===== config.mk =====
export PLATFORM = sky130hd
export DESIGN_NAME = bsg_disassembler
export DESIGN_NICKNAME = d
export VERILOG_FILES = /design/src/rtl/bsg_disassembler.sv
export SDC_FILE = /design/constraint.sdc
export NUM_CORES = 1
export LEC_CHECK = 0
export CORE_AREA = 4 4 147 149
export CTS_BUF_LIST = sky130_fd_sc_hd__clkbuf_4 sky130_fd_sc_hd__clkbuf_8
export DETAILED_ROUTE_END_ITERATION = 8
export DIE_AREA = 0 0 151 153
export PLACE_DENSITY = 0.82
export SLEW_MARGIN = 15
export SYNTH_ARGS = -nofsm -noshare
export SYNTH_HDL_FRONTEND = slang
export SYNTH_SLANG_ARGS = --single-unit

===== constraint.sdc =====
create_clock -name clk_i -period 7.52 [get_ports clk_i]
set_clock_uncertainty 0.15 [all_clocks]
set_input_delay 1.88 -clock clk_i [delete_from_list [all_inputs] [get_ports clk_i]]
set_output_delay 1.88 -clock clk_i [all_outputs]
set_load 0.01 [all_outputs]

===== src/rtl/bsg_disassembler.sv =====
// Wide-word to ring-beat disassembler: takes one num_beats_p*ring_width_p word over ready/valid
// and emits it as num_beats_p beats over valid/yumi, least-significant slice first.
module bsg_disassembler #(
  parameter int ring_width_p = 64,
  parameter int num_beats_p  = 4,
  parameter int id_p         = 0
) (
  input  logic                                clk_i,
  input  logic                                reset_i,
  input  logic                                en_i,
  input  logic                                v_i,
  input  logic [num_beats_p*ring_width_p-1:0] data_i,
  output logic                                ready_o,
  output logic                                v_o,
  output logic [ring_width_p-1:0]             data_o,
  output logic                                last_o,
  input  logic                                yumi_i
);

  localparam int cnt_w_lp = $clog2(num_beats_p);
  localparam logic [cnt_w_lp-1:0] last_cnt_lp = cnt_w_lp'(num_beats_p - 1);

  if (num_beats_p < 2 || id_p < 0) begin : g_param_check
    $error("bsg_disassembler: num_beats_p must be >= 2 and id_p non-negative");
  end

  typedef enum logic {IDLE, SEND} state_e;

  state_e                                   state_r;
  logic [cnt_w_lp-1:0]                      cnt_r;
  logic [num_beats_p-1:0][ring_width_p-1:0] buf_r;
  logic                                     accept;
  logic                                     is_last;

  // Reset gates the handshake outputs combinationally so nothing is offered during the reset cycle.
  assign ready_o = (state_r == IDLE) & en_i & ~reset_i;
  assign v_o     = (state_r == SEND) & ~reset_i;
  assign is_last = (cnt_r == last_cnt_lp);
  assign last_o  = v_o & is_last;
  assign data_o  = buf_r[cnt_r];
  assign accept  = v_i & ready_o;

  always_ff @(posedge clk_i) begin
    if (reset_i) begin
      state_r <= IDLE;
      cnt_r   <= '0;
    end else begin
      case (state_r)
        IDLE: if (accept) begin
          state_r <= SEND;
          cnt_r   <= '0;
        end
        SEND: if (yumi_i) begin
          if (is_last) begin
            state_r <= IDLE;
            cnt_r   <= '0;
          end else begin
            cnt_r <= cnt_r + cnt_w_lp'(1);
          end
        end
        default: state_r <= IDLE;
      endcase
    end
  end

  // NOTE: the word buffer is pure datapath and deliberately has no reset; v_o qualifies its contents.
  always_ff @(posedge clk_i) begin
    if (accept) buf_r <= data_i;
  end

  yumi_only_when_valid: assert property (@(posedge clk_i) disable iff (reset_i) yumi_i |-> v_o);

endmodule

==> impl_metrics.tcl <==
set metrics [dict create \
    synthTopCellsByArea "edfxtp_1 (82%), mux4_2 (15%), dfxtp_1 (0.64%)" \
    cp.arrival_ps 3400 \
    tns_ps 0 \
    cp_top_family "buffers and inverters" \
    grt_antenna_before_repair 0 \
    synth_common_cells "edfxtp_1 (256), mux4_2 (64), buf_2 (6), buf_6 (5), dfxtp_1 (3)" \
    cts.sinks 259 \
    core_area_um2 20200 \
    endpoint_kind "output port" \
    ant_nets 0 \
    p_switching_uw 613 \
    cpMostUsedCell "clkdlybuf4s50_1" \
    synth_flop_cell "edfxtp_1" \
    p_clk_frac 0.378 \
    drt_iter0_drc 329 \
    p_leak_uw 0.00447 \
    power_density_nw_per_um2 225 \
    gp_congestion 0.754 \
    swShare 0.198 \
    yosysSeqAreaShare 0.824 \
    cts_max_path_buffers 3 \
    syn_area_um2 9400 \
    tightest_slew_ps 988 \
    drt_first_pass_iters 7 \
    first_global_vias 5879 \
    synthCells 351 \
    vias_per_cell 4.97 \
    drv_cap 0 \
    synth_edf_count 256 \
    max_stage_delay_ps 530 \
    min_path_type "register to register" \
    final.period_utilization 0.722 \
    r2r_cells 2 \
    dpl.hpwl_um 15200 \
    cp_slowest_cell "clkdlybuf4s50_1" \
    postCtsHoldBufs 0 \
    period_needed_ps 5430 \
    grt_pass1_wl_um 32300 \
    portBuffers 327 \
    cts_tree "yes" \
    dieArea_um2 23100 \
    synth_nets 613 \
    async_reset_ff_frac 0 \
    crit_required_ps 5490 \
    cts-root-buf "clkbuf_8" \
    hold_viol 0 \
    hp-start "state_r" \
    synth_cell_types 20 \
    yosys.cell_count.top_type "edfxtp_1" \
    routed_wl_um 21700 \
    drive_gt1_frac 0.183 \
    grt_usage 0.188 \
    drc 0 \
    path_buf_inv 2 \
    path_max_fanout 7 \
    yosysTopAreaCell "edfxtp_1" \
    num-nets-final 974 \
    setup_viol 0 \
    die_width_um 151 \
    start_util 0.466 \
    fillers 1273 \
    cts_setup_buffers 0 \
    insertion_delay_ps 520 \
    die_h_um 153 \
    rows 52 \
    syn_avg_cell_area_um2 26.8 \
    p_total_uw 3090 \
    run_status "complete, no violations" \
    synth_top_area_share 0.817 \
    ys_seq_elements 259 \
    cts_resized 0 \
    rsz0062_at_grt "no" \
    wl_per_cell_um 21.4 \
    hold_path_depth 2 \
    grt-ovfl-total 0 \
    maxSlewHeadroom 0.341 \
    grt_max_degree 134 \
    fmax_mhz 184 \
    r2r_setup_slack_ps 5050 \
    dr_total_vias 5032 \
    clkTransAtPathRegs_ps 60 \
    r2r-end "buf_r[84]" \
    path_cells "clkdlybuf4s50_1, nor2b_1, and2_1, clkdlybuf4s50_1" \
    intPower_uw 2480 \
    slew_viol_final 0 \
    cts_made_buffers 42 \
    postPlaceCellArea_um2 13000 \
    area_delta_synth_final_pct 46.6 \
    diodes 0 \
    seqPwrFrac 0.535 \
    critical_path_class "primary input to output port" \
    timing.rr.start "state_r" \
    design_area_um2 13800 \
    comb_power_share 0.087 \
    irDropWorstVdd_v 0.000138 \
    num_io_pins 328 \
    whs_ps 437 \
    synth_warnings 0 \
    startpoint_type "primary input" \
    htree_levels 2 \
    min_to "cnt_r[1]" \
]
==> area by class of cell <==
class	instances	area, um2	share of cell area
clock buffer	59	724	0.0526
clock inverter	16	95.1	0.00690
inverter	1	3.75	0.000272
multi-input combinational	77	1550	0.113
sequential	259	7750	0.563
tap	270	338	0.0245
timing repair buffer	331	3320	0.241
==> power by group through the flow <==
stage	sequential, uW	combinational [uW]	clock, uW
floorplan	1680	82.8	0
global placement	1680	262	0
detailed placement	1690	269	0
CTS	1660	271	1210
global route	1660	284	1280
finish	1660	268	1170
==> how the worst max path moves through the flow <==
stage / from / endpoint / slack (ps) / cells past startpoint
after floorplan: reset_i / cnt_r[0] / 1260 / 2
after global placement: reset_i / last_o / 2240 / 4
after detailed placement: reset_i / last_o / 2150 / 4
after CTS: reset_i / last_o / 2090 / 4
after global routing: reset_i / last_o / 1980 / 4
final: reset_i / last_o / 2090 / 4
==> state kept, by name, indices dropped and copies added (netlist names) <==
| register | flops |
|---|---|
| state_r | 1 |
| buf_r | 256 |
| cnt_r | 2 |
==> cell usage in the layout, fill, tap and decap left out, drive strengths merged, types with 2 or more instances in the layout <==
cell type and instances:
clkdlybuf4s50 327, edfxtp 256, mux4 64, clkbuf 59
clkinv 14, buf 4, dfxtp 3, and2 2
==> through the flow <==
stage                util  std cells  setup WS [ps]
floorplan               -        351           1260
detailed placement  0.643        938           2150
CTS                 0.683       1013           2090
global route        0.683       1013           1980
finish              0.683       1013           2090
global placement    0.643        938           2240
==> layer usage <==
| layer | global-route usage | routed length (um) | vias to the layer above |
|---|---|---|---|
| met2 | 0.331 | 11500 | 267 |
| met3 | 0.0598 | 2050 | 46 |
| met1 | 0.211 | 7490 | 2463 |
| met5 | 0 | 0 | - |
| met4 | 0.0725 | 635 | 0 |
| li1 | - | - | 2256 |
==> worst min-delay path, cell delays in order, from the launching register on <==
cell and delay, ps:
dfxtp_1 360, nand4b_1 120, o41ai_1 70
==> logic make-up after synthesis <==
family,count (synthesis),synth area share
AND/OR/NAND/NOR,9,0.00732
flip-flops,259,0.824
adder cells (fa/ha/maj),1,0.00133
multiplexers,64,0.153
buffers and inverters,15,0.0116
AO/OA/AOI/OAI,3,0.00266
Note: power is estimated with default switching activity, not from simulation.
